<file path="src/rtl/data_pkg.sv">
// Shared constants and payload types for the datapath slice.
package data_pkg;

    localparam int unsigned DATA_W    = 16;
    localparam int unsigned REG_COUNT = 8;
    localparam int unsigned ADDR_W    = 3;
    localparam int unsigned OP_W      = 3;
    localparam int unsigned UI_W      = 10;

    typedef enum logic [OP_W-1:0] {
        OP_3R  = 3'b000,
        OP_2RI = 3'b001,
        OP_RI  = 3'b010,
        OP_L   = 3'b011,
        OP_UJ  = 3'b100
    } opcode_t;

    // One register-file writeback request.
    typedef struct packed {
        logic              en;
        logic [ADDR_W-1:0] addr;
        logic [DATA_W-1:0] data;
    } wb_t;

endpackage

</file>
<file path="src/rtl/data_reg_file.sv">
// 8 x 16 register file: two asynchronous read ports, one synchronous write port.
module reg_file
    import data_pkg::*;
(
    input  logic              clk,
    input  logic              rst_n,
    input  wb_t               wb,
    input  logic [ADDR_W-1:0] read_a_address,
    input  logic [ADDR_W-1:0] read_b_address,
    output logic [DATA_W-1:0] read_a_data_c,
    output logic [DATA_W-1:0] read_b_data_c
);

    logic [DATA_W-1:0] regs [REG_COUNT];

    // Storage: cleared asynchronously, loaded only on an enabled edge (r0 is ordinary).
    always_ff @(posedge clk or negedge rst_n) begin
        if (!rst_n) begin
            for (int i = 0; i < int'(REG_COUNT); i++) begin
                regs[i] <= '0;
            end
        end else if (wb.en) begin
            regs[wb.addr] <= wb.data;
        end
    end

    // Reads see the stored value only; no bypass from the pending write.
    always_comb begin
        read_a_data_c = regs[read_a_address];
        read_b_data_c = regs[read_b_address];
    end

endmodule

</file>
<file path="src/rtl/data.sv">
// Decode-stage datapath: register file, writeback mux and immediate generator.
module data
    import data_pkg::*;
(
    input  logic              CLK,
    input  logic              RESET_N,
    input  logic [ADDR_W-1:0] input_reg_readA_address,
    input  logic [ADDR_W-1:0] input_reg_readB_address,
    input  logic              input_reg_write,
    input  logic [ADDR_W-1:0] input_reg_write_address,
    input  logic [DATA_W-1:0] input_ALUOut,
    input  logic [DATA_W-1:0] input_MDR,
    input  logic              memToReg,
    input  logic [DATA_W-1:0] input_imm,
    input  logic              input_branch,
    output logic [DATA_W-1:0] output_reg_A,
    output logic [DATA_W-1:0] output_reg_B,
    output logic [DATA_W-1:0] output_imm
);

    wb_t               wb;
    opcode_t           opcode;
    logic [UI_W-1:0]   ui;
    logic [DATA_W-1:0] imm_2ri;

    // Writeback mux: memory data or ALU result.
    always_comb begin
        wb.en   = input_reg_write;
        wb.addr = input_reg_write_address;
        wb.data = memToReg ? input_MDR : input_ALUOut;
    end

    reg_file u_reg_file (
        .clk            (CLK),
        .rst_n          (RESET_N),
        .wb             (wb),
        .read_a_address (input_reg_readA_address),
        .read_b_address (input_reg_readB_address),
        .read_a_data_c  (output_reg_A),
        .read_b_data_c  (output_reg_B)
    );

    // Upper-immediate register: captured by an L-type word, kept across everything else.
    always_ff @(posedge CLK or negedge RESET_N) begin
        if (!RESET_N) begin
            ui <= '0;
        end else if (opcode == OP_L) begin
            ui <= input_imm[12:3];
        end
    end

    // Immediate generator; branch mode doubles the 2RI offset regardless of opcode.
    always_comb begin
        opcode     = opcode_t'(input_imm[OP_W-1:0]);
        imm_2ri    = {{(DATA_W-7){input_imm[15]}}, input_imm[15:9]};
        output_imm = '0;
        case (opcode)
            OP_RI:   output_imm = {ui, input_imm[12:7]};
            OP_UJ:   output_imm = {{(DATA_W-9){input_imm[12]}}, input_imm[12:4]};
            OP_2RI:  output_imm = imm_2ri;
            default: output_imm = '0;
        endcase
        if (input_branch) begin
            output_imm = {imm_2ri[DATA_W-2:0], 1'b0};
        end
    end

endmodule

</file>
<file path="config.mk">
export PLATFORM = sky130hd
export DESIGN_NAME = data
export DESIGN_NICKNAME = d
export VERILOG_FILES = /design/src/rtl/data_pkg.sv /design/src/rtl/data_reg_file.sv /design/src/rtl/data.sv
export SDC_FILE = /design/constraint.sdc
export NUM_CORES = 1
export LEC_CHECK = 0
export CORE_ASPECT_RATIO = 0.7
export CORE_MARGIN = 2
export CORE_UTILIZATION = 40
export DETAILED_ROUTE_END_ITERATION = 12
export GPL_ROUTABILITY_DRIVEN = 1
export HOLD_SLACK_MARGIN = 0.15
export PLACE_DENSITY = 0.64
export SLEW_MARGIN = 25
export SYNTH_ARGS = -nofsm -noshare
export SYNTH_HDL_FRONTEND = slang
export SYNTH_SLANG_ARGS = --single-unit
</file>
<file path="constraint.sdc">
create_clock -name CLK -period 1.8 [get_ports CLK]
set_input_delay 0.18 -clock CLK [delete_from_list [all_inputs] [get_ports CLK]]
set_output_delay 0.18 -clock CLK [all_outputs]
set_load 0.005 [all_outputs]
</file>
==> results of run 1 <==
==> sequential cells by signal, summed over array words and instances, names as in the netlist <==
| name | flops |
|---|---|
| ui | 10 |
| u_reg_file.regs | 128 |
==> routing by layer <==
| metal | wire, um | part of all wire (%) |
|---|---|---|
| met4 | 234 | 1.0 |
| met3 | 1635 | 7.0 |
| met1 | 10180 | 44 |
| met2 | 11340 | 48 |
| met5 | 0 | 0 |
==> worst max-delay path, delay by kind of cell, from the launching register on <==
family,cells,cell delay [ns]
buffers and inverters,2,0.24
DFF,1,0.40
muxes,2,0.77
==> synthesized netlist by cell type, types with 10 or more instances <==
master,number
o21ai_0,74
mux2_2,42
a211oi_1,10
dfrtp_1,138
a21oi_1,65
mux4_2,11
nor4bb_1,10
mux2i_1,16
clkbuf_1,18
nand2_1,72
buf_2,16
mux4_1,53
nor2_1,64
==> area by class of cell <==
cell class	count	area share (%)
sequential	138	31.68
tap	242	2.778
clock buffer	26	4.764
clock inverter	6	0.5510
multi-input combinational	449	36.08
inverter	1	0.03444
timing repair buffer	257	24.12
==> power breakdown <==
part	leakage (uW)	switching (uW)	internal, uW
sequential	0.00163	484	3750
combinational	0.00290	1300	2260
clock	0.000282	1290	2120
total	0.00481	3080	8120
==> metrics by stage <==
step	hold slack, ns	TNS, ns	power, uW
6_report	0.2198	-3.381	11200
5_1_grt	0.2204	-4.570	11690
4_1_cts	0.2746	-4.025	10990
3_5_place_dp	0.02906	-23.07	6905
3_3_place_gp	0.02806	-21.62	6742
2_1_floorplan	-0.1156	0	5636
==> final timing paths <==
kind	start	depth (start not counted)	end
worst max register to register	u_reg_file.regs[90]	4	u_reg_file.regs[90]
worst min register to register	ui[0]	1	ui[0]
min in group asynchronous	RESET_N	3	u_reg_file.regs[92]
worst min-delay path	input_imm[12]	3	ui[9]
max in group asynchronous	RESET_N	3	u_reg_file.regs[62]
worst max-delay path	u_reg_file.regs[72]	4	output_reg_A[8]
==> cell families after synthesis <==
kind of cell | count (synthesis) | synth area share [%]
simple gates | 164 | 9.937
compound gates | 162 | 11.14
flops | 138 | 44.74
mux | 122 | 29.45
buf+inv | 56 | 4.620
xor+xnor | 1 | 0.1135
==> what timing repair did <==
item / CTS / global route
endpoints found under the setup margin: 48 / 44
endpoints found under the hold margin: 138 / 0
setup buffers: 63 / 20
hold buffers: 2 / 0
cloned: 4 / 0
gates resized for setup: 296 / 34
pin swaps: 5 / 5
==> flow_summary.toml, run 1 <==
[critical_path]
path_class = "flip-flop to primary output"
cp-start-kind = "flip-flop"
max_stage_delay_ns = 0.47
cp_common_cell = "buf_6"
crit_chain = "buf_6, mux4_2, mux2_4, buf_6"
worst_setup_path_end_kind = "primary output"
crit_path_max_fanout = 2
r2r_setup_slack_ns = 0.87
cp.required_ns = 1.62
cp.arrival_ns = 1.83
cpMaxStageDelayCell = "mux4_2"

[placed_design]
hpwlAfterDp_mm = 13.63
place_area_um2 = 9502
gp_congestion = 0.8449
placed_cells = 998
place_ws_ns = -0.5090
io_buffers = 109

[global_routing]
grt.busiest_layer = "met2"
grt_usage_pct = 23.11
grtUsageMet3_pct = 4.419
grt_first_pass_wirelength_mm = 35.74
grtUsageMet1_pct = 32.26
met2_usage_pct = 37.37
antenna_found_initial = 0
grt.overflow.total = 0
grt_pass1_vias = 6601
grt_max_degree = 63

[route]
wl_per_cell_um = 20.90
routed_via_density = 5.826
drtAntennaViolNets = 0
drt_iter0_markers = 531
drc_errors = 0
dr.pass1.iters = 5
via_count = 6519
drt-total-wl_mm = 23.39

[floorplanning]
start_util_pct = 40.80
core_region_area_um2 = 18920
dieHeight_um = 120.2
fp.dieW_um = 170.0
ioPinCount = 110
die_area_um2 = 20440
placementRows = 42

[synth]
async_reset_ff_share_pct = 100.0
yosysSeqAreaShare_pct = 44.74
ys_warn_count = 0
avgSynthCellArea_um2 = 12.00
syn-cell-area_um2 = 7719
synth_top_area_share_pct = 44.74
synth_ff_type = "dfrtp_1"
synthesis.instances = 643
synth_seq_cells = 138
synth_cell_types = 33
syn_nets = 705
synth.top_cells.by_area = "dfrtp_1 45%, mux4_1 18%, mux2_2 6.1%"
yosys.area.top_type = "dfrtp_1"
synth_edf_count = 0

[cts]
clock_path_buffers = 2
cts_tree = "built"
ctsHtreeMaxLevel = 4
cts_buffers = 17
clock_sinks = 138
clk_pin_slew_worst_paths_ns = 0.06
cts-root-buf = "clkbuf_16"
insertion_delay_ns = 0.41

[finish]
nets = 926
fin_area_um2 = 10900
finalNonFillerCells = 1119
n_antenna_cell = 0
mostFrequentLayoutCells = "138 x dfrtp_1, 99 x buf_4, 72 x nand2_1, 65 x o21ai_0, 65 x a21oi_1"
multi_input_area_um2 = 3933
fin_util_pct = 57.62
syn_to_final_growth_pct = 41.22
drive_gt1_share_pct = 38.77
seq_area_um2 = 3453
fillerInstances = 1537
final_common_cell = "dfrtp_1"

[sta]
fin_crit_sh_pct = 111.5
finalClockSkew_ns = 0
rsz0062_at_grt = "yes"
maxSlewHeadroom_pct = 78.11
worst_pin_slew_ns = 0.3239
setup_ws_ns = -0.2072
min_period_ns = 2.007
finalSetupViolations = 32
finalHoldViolations = 0
max_freq_mhz = 498.2
drv_slew = 0

[outcome]
violations = "setup timing"
status = "finished, violations left"

[pwr]
p_leak_uw = 0.004812
p_per_area_nw_per_um2 = 1028
ir_drop_uv = 783.8

[worst_hold_path]
hold_class = "primary input to flip-flop"

[job]
maxCapViolations = 0
Power figures use the tool's default switching activity.
==> run 2, diff against run 1 <==
GPL_ROUTABILITY_DRIVEN = 0   (was 1)
==> run 2 against run 1 <==
Net effect:
- the flow still finishes with violations (setup timing)
- final area shrank 3.9%
- sequential share of layout area grew 1.3 points
- global-route usage shrank 0.58 points
- die area is the same
- worst setup slack gained 0.028 ns
- count of clock-buffer cells in the layout shrank 7
- critical path depth is the same
- clock power grew 3%
- first-iteration DRC count grew 2.6%
- via count shrank 4.0%
==> flow_summary.toml, run 2 (synthesized netlist as in run 1, its figures left out) <==
[outcome]
status = "finished, violations left"
violations = "setup timing"

[floorplanning]
die_area_um2 = 20440
start_util_pct = 40.80
placementRows = 42
fp.dieW_um = 170.0
dieHeight_um = 120.2
ioPinCount = 110
core_region_area_um2 = 18920

[critical_path]
crit_path_max_fanout = 2
r2r_setup_slack_ns = 0.86
worst_setup_path_end_kind = "primary output"
cp-start-kind = "flip-flop"
path_class = "flip-flop to primary output"
cp.required_ns = 1.62
cp.arrival_ns = 1.80
worst_r2r_endpoint = "u_reg_file.regs[97]"
r2r_start = "u_reg_file.regs[97]"
reg2reg_depth = 4

[route]
drt_iter0_markers = 545
dr.pass1.iters = 4
via_count = 6258
drc_errors = 0
routed_via_density = 5.794
drt-total-wl_mm = 22.51
wl_per_cell_um = 20.85
drtAntennaViolNets = 0

[sta]
max_freq_mhz = 505.3
maxSlewHeadroom_pct = 72.81
worst_pin_slew_ns = 0.4078
fin_crit_sh_pct = 109.9
finalSetupViolations = 32
finalHoldViolations = 0
finalClockSkew_ns = 0
hold_slack_ns = 0.2521
setup_ws_ns = -0.1790
rsz0062_at_grt = "yes"
min_period_ns = 1.979
drv_slew = 0

[pwr]
ir_drop_uv = 699.7
p_leak_uw = 0.004567
clkPwrFrac_pct = 32.1
combPwrFrac_pct = 29.3
p_per_area_nw_per_um2 = 1046
internal_power_uw = 7941
switching_power_uw = 3015
p_sw_share_pct = 27.52
seqPwrFrac_pct = 38.6

[finish]
regMostFlops = "u_reg_file.regs"
mostFrequentLayoutCells = "138 x dfrtp_1, 86 x buf_4, 72 x nand2_1, 66 x o21ai_0, 65 x a21oi_1"
nets = 888
syn_to_final_growth_pct = 35.68
drive_gt1_share_pct = 36.99
final_common_cell = "dfrtp_1"
largest_reg_flops = 128
n_antenna_cell = 0
seq_area_um2 = 3453
multi_input_area_um2 = 3965
largestRegisters = "u_reg_file.regs (128), ui (10)"
fillerInstances = 1578

[cts]
insertion_delay_ns = 0.41
cts-root-buf = "clkbuf_16"
clk_pin_slew_worst_paths_ns = 0.06
cts_buffers = 17
clock_sinks = 138
ctsHtreeMaxLevel = 4
clock_path_buffers = 2
cts_tree = "built"

[placed_design]
io_buffers = 109
hpwlAfterDp_mm = 13.55
place_ws_ns = -0.5452

[job]
maxCapViolations = 0

[global_routing]
antenna_found_initial = 0
grt_first_pass_wirelength_mm = 34.62
grt_max_degree = 64
grt.overflow.total = 0
grt_pass1_vias = 6371
grt_usage_pct = 22.53

[worst_hold_path]
hold_class = "primary input to async pin"
==> run 2: area by class of cell <==
| class | count | share of cell area, % |
|---|---|---|
| Clock inverter | 12 | 1.434 |
| Multi-Input combinational cell | 449 | 37.86 |
| Clock buffer | 19 | 4.229 |
| Timing Repair Buffer | 219 | 20.57 |
| Inverter | 1 | 0.03584 |
| Sequential cell | 138 | 32.98 |
| Tap cell | 242 | 2.891 |
==> run 2: through the flow <==
stage | area (um2) | total power (uW) | TNS (ns) | std cells | utilization (%)
2_1_floorplan | 7719 | 5636 | 0 | 643 | -
3_3_place_gp | 9432 | 6724 | -21.25 | 997 | 49.85
3_5_place_dp | 9432 | 6891 | -22.72 | 997 | 49.85
4_1_cts | 10280 | 10800 | -3.059 | 1066 | 54.33
5_1_grt | 10470 | 11500 | -3.921 | 1080 | 55.36
6_report | 10470 | 10960 | -2.648 | 1080 | 55.36
==> run 2: critical path: stages (launching register included) <==
cell and delay (ns):
dfrtp_1 0.40, buf_6 0.12, mux4_2 0.45, mux2_4 0.29
buf_6 0.12
==> run 2: power groups by stage <==
stage | logic (uW) | clock network, uW | registers, uW
final | 3210 | 3510 | 4230
after global routing | 3460 | 3740 | 4300
after CTS | 3050 | 3560 | 4200
after detailed placement | 2670 | 0 | 4220
after global placement | 2580 | 0 | 4140
after floorplan | 1560 | 0 | 4070
==> run 2: worst max-delay path by stage <==
stage / start / to / slack [ns] / depth (start not counted)
final: u_reg_file.regs[95] / output_reg_B[15] / -0.18 / 4
after global routing: u_reg_file.regs[76] / output_reg_A[12] / -0.24 / 4
after CTS: u_reg_file.regs[124] / output_reg_A[12] / -0.20 / 4
after detailed placement: input_imm[1] / output_imm[8] / -0.55 / 6
after global placement: input_imm[1] / output_imm[9] / -0.46 / 6
after floorplan: input_reg_readA_address[0] / output_reg_A[10] / 0.38 / 4
==> run 2: layer usage <==
layer | global-route usage, % | up-vias | share of wire (%)
li1 | - | 2752 | -
met1 | 30.49 | 3201 | 43
met2 | 37.42 | 275 | 49
met3 | 4.124 | 30 | 6.7
met4 | 6.677 | 0 | 1.4
met5 | 0 | - | 0
==> run 2: timing repair <==
item                       in CTS  in global routing
gates resized for setup       276                 48
setup endpoints to repair      48                 45
hold buffers                    1                  0
buffers inserted               35                 13
cloned                          2                  1
pin swaps                       3                  1
hold endpoints to repair      138                  0
==> run 3, diff against run 2 <==
CORE_ASPECT_RATIO = unset   (was 0.7)
==> run 3 against run 2 <==
Net effect:
- the flow still finishes with violations (setup timing)
- utilization increased by 1.8 points
- sequential power barely moved
- wire length up 1.0%
- die area is essentially flat
- combinational power increased by 7.8%
- count of clock-buffer cells in the layout up 2
- via count increased by 1.7%
- sequential cell count unchanged
- clock skew is the same
- total power up 0.86%
- critical path depth did not move
- first-iteration DRC count is 12% lower
- critical endpoint is now output_reg_A[13]
==> flow_summary.toml, run 3 (synthesized netlist as in run 1, its figures left out) <==
[finish]
regMostFlops = "u_reg_file.regs"
final_common_cell = "dfrtp_1"
syn_to_final_growth_pct = 39.54
largestRegisters = "u_reg_file.regs (128), ui (10)"
n_antenna_cell = 0
fin_util_pct = 57.20
largest_reg_flops = 128
nets = 914
fin_area_um2 = 10770
finalNonFillerCells = 1123
drive_gt1_share_pct = 37.78
mostFrequentLayoutCells = "138 x dfrtp_1, 88 x buf_4, 72 x nand2_1, 65 x a21oi_1, 65 x o21ai_0"
fillerInstances = 1513

[global_routing]
antenna_found_initial = 0
grt_max_degree = 51
grt_first_pass_wirelength_mm = 35.06
grt_usage_pct = 22.69
grt.overflow.total = 0
grtUsageMet3_pct = 5.164
met2_usage_pct = 36.69
grt.busiest_layer = "met2"
grt_pass1_vias = 6475
grtUsageMet1_pct = 31.29

[sta]
min_period_ns = 1.992
fin_crit_sh_pct = 110.6
finalClockSkew_ns = 0
worst_pin_slew_ns = 0.4551
drv_slew = 0
hold_slack_ns = 0.2467
max_freq_mhz = 502.1
setup_ws_ns = -0.1916
finalSetupViolations = 32
rsz0062_at_grt = "yes"
maxSlewHeadroom_pct = 69.66
finalHoldViolations = 0

[critical_path]
cp-startpoint = "u_reg_file.regs[93]"
worst_r2r_endpoint = "u_reg_file.regs[7]"
worst_setup_path_end_kind = "primary output"
crit_path_max_fanout = 2
cp-start-kind = "flip-flop"
r2r_setup_slack_ns = 0.89
r2r_start = "u_reg_file.regs[7]"
path_class = "flip-flop to primary output"
reg2reg_depth = 4
cp.arrival_ns = 1.81
crit_path_end = "output_reg_A[13]"
cp.required_ns = 1.62

[job]
maxCapViolations = 0

[floorplanning]
core_region_area_um2 = 18830
start_util_pct = 40.99
fp.dieW_um = 142.9
dieHeight_um = 142.9
ioPinCount = 110
die_area_um2 = 20420
placementRows = 50

[pwr]
seqPwrFrac_pct = 38.3
p_per_area_nw_per_um2 = 1026
internal_power_uw = 8029
combPwrFrac_pct = 31.3
p_leak_uw = 0.004754
switching_power_uw = 3022
p_sw_share_pct = 27.35
clkPwrFrac_pct = 30.4
ir_drop_uv = 801.5

[placed_design]
place_ws_ns = -0.5372
place_area_um2 = 9510
placed_cells = 1017
hpwlAfterDp_mm = 13.49
io_buffers = 109

[route]
via_count = 6363
drt_iter0_markers = 477
dr.pass1.iters = 7
drt-total-wl_mm = 22.75
drtAntennaViolNets = 0
routed_via_density = 5.666
wl_per_cell_um = 20.25
drc_errors = 0

[cts]
cts_tree = "built"
clock_sinks = 138
clk_pin_slew_worst_paths_ns = 0.06
clock_path_buffers = 2
insertion_delay_ns = 0.41
cts-root-buf = "clkbuf_16"
ctsHtreeMaxLevel = 4
cts_buffers = 17

[worst_hold_path]
hold_class = "primary input to async pin"

[outcome]
violations = "setup timing"
status = "finished, violations left"
run 3: cell count changes in the layout (fill, tap and decap cells not counted), moves of 3 or more:
cell	delta
buf_6	+16
buf_12	+3
a211oi_2	-5
a211oi_1	+5
clkdlybuf4s50_1	-5
dlygate4sd2_1	+12
run 3: critical path, stage by stage (launching register included):
cell     delay [ns]
dfrtp_1        0.40
buf_4          0.15
mux4_2         0.44
mux2_4         0.29
buf_6          0.12
run 3: worst min-delay path by stage:
stage	startpoint	endpoint	slack [ns]
after floorplan	RESET_N	u_reg_file.regs[0]	-0.12
after global placement	RESET_N	u_reg_file.regs[106]	0.13
after detailed placement	RESET_N	u_reg_file.regs[106]	0.14
after CTS	RESET_N	u_reg_file.regs[106]	0.26
after global routing	RESET_N	u_reg_file.regs[89]	0.28
final	RESET_N	u_reg_file.regs[74]	0.25
run 3: metrics by stage:
| stage | TNS (ns) | power [uW] |
|---|---|---|
| final | -3.287 | 11050 |
| after global placement | -21.26 | 6747 |
| after CTS | -4.280 | 10870 |
| after detailed placement | -22.59 | 6919 |
| after global routing | -4.808 | 11600 |
| after floorplan | 0 | 5636 |
run 3: final cells by class:
cell class,count,area [um2],area share [%]
inverters,1,3.754,0.03485
clock buffers,21,470.5,4.368
flip-flops and latches,138,3453,32.06
repair buffers,245,2457,22.82
well taps,260,325.3,3.020
multi-input cells,449,3963,36.79
clock inverters,9,97.59,0.9061
run 3: timing repair:
item / CTS / global route
hold buffers: 1 / 0
gates resized for setup: 282 / 44
endpoints found under the hold margin: 138 / 0
cloned: 3 / 1
setup buffers: 55 / 16
pin swaps: 3 / 2
endpoints found under the setup margin: 48 / 38
run 3: power by group through the flow:
stage	combinational, uW	sequential, uW	clock, uW
global route	3730	4300	3570
CTS	3290	4180	3410
finish	3460	4230	3360
detailed placement	2690	4230	0
global placement	2600	4150	0
floorplan	1560	4070	0
run 3: metal layers:
layer / vias to the layer above / wire, um
met5: - / 0
met4: 0 / 283
met3: 23 / 1680
met2: 294 / 11120
met1: 3231 / 9664
li1: 2815 / -
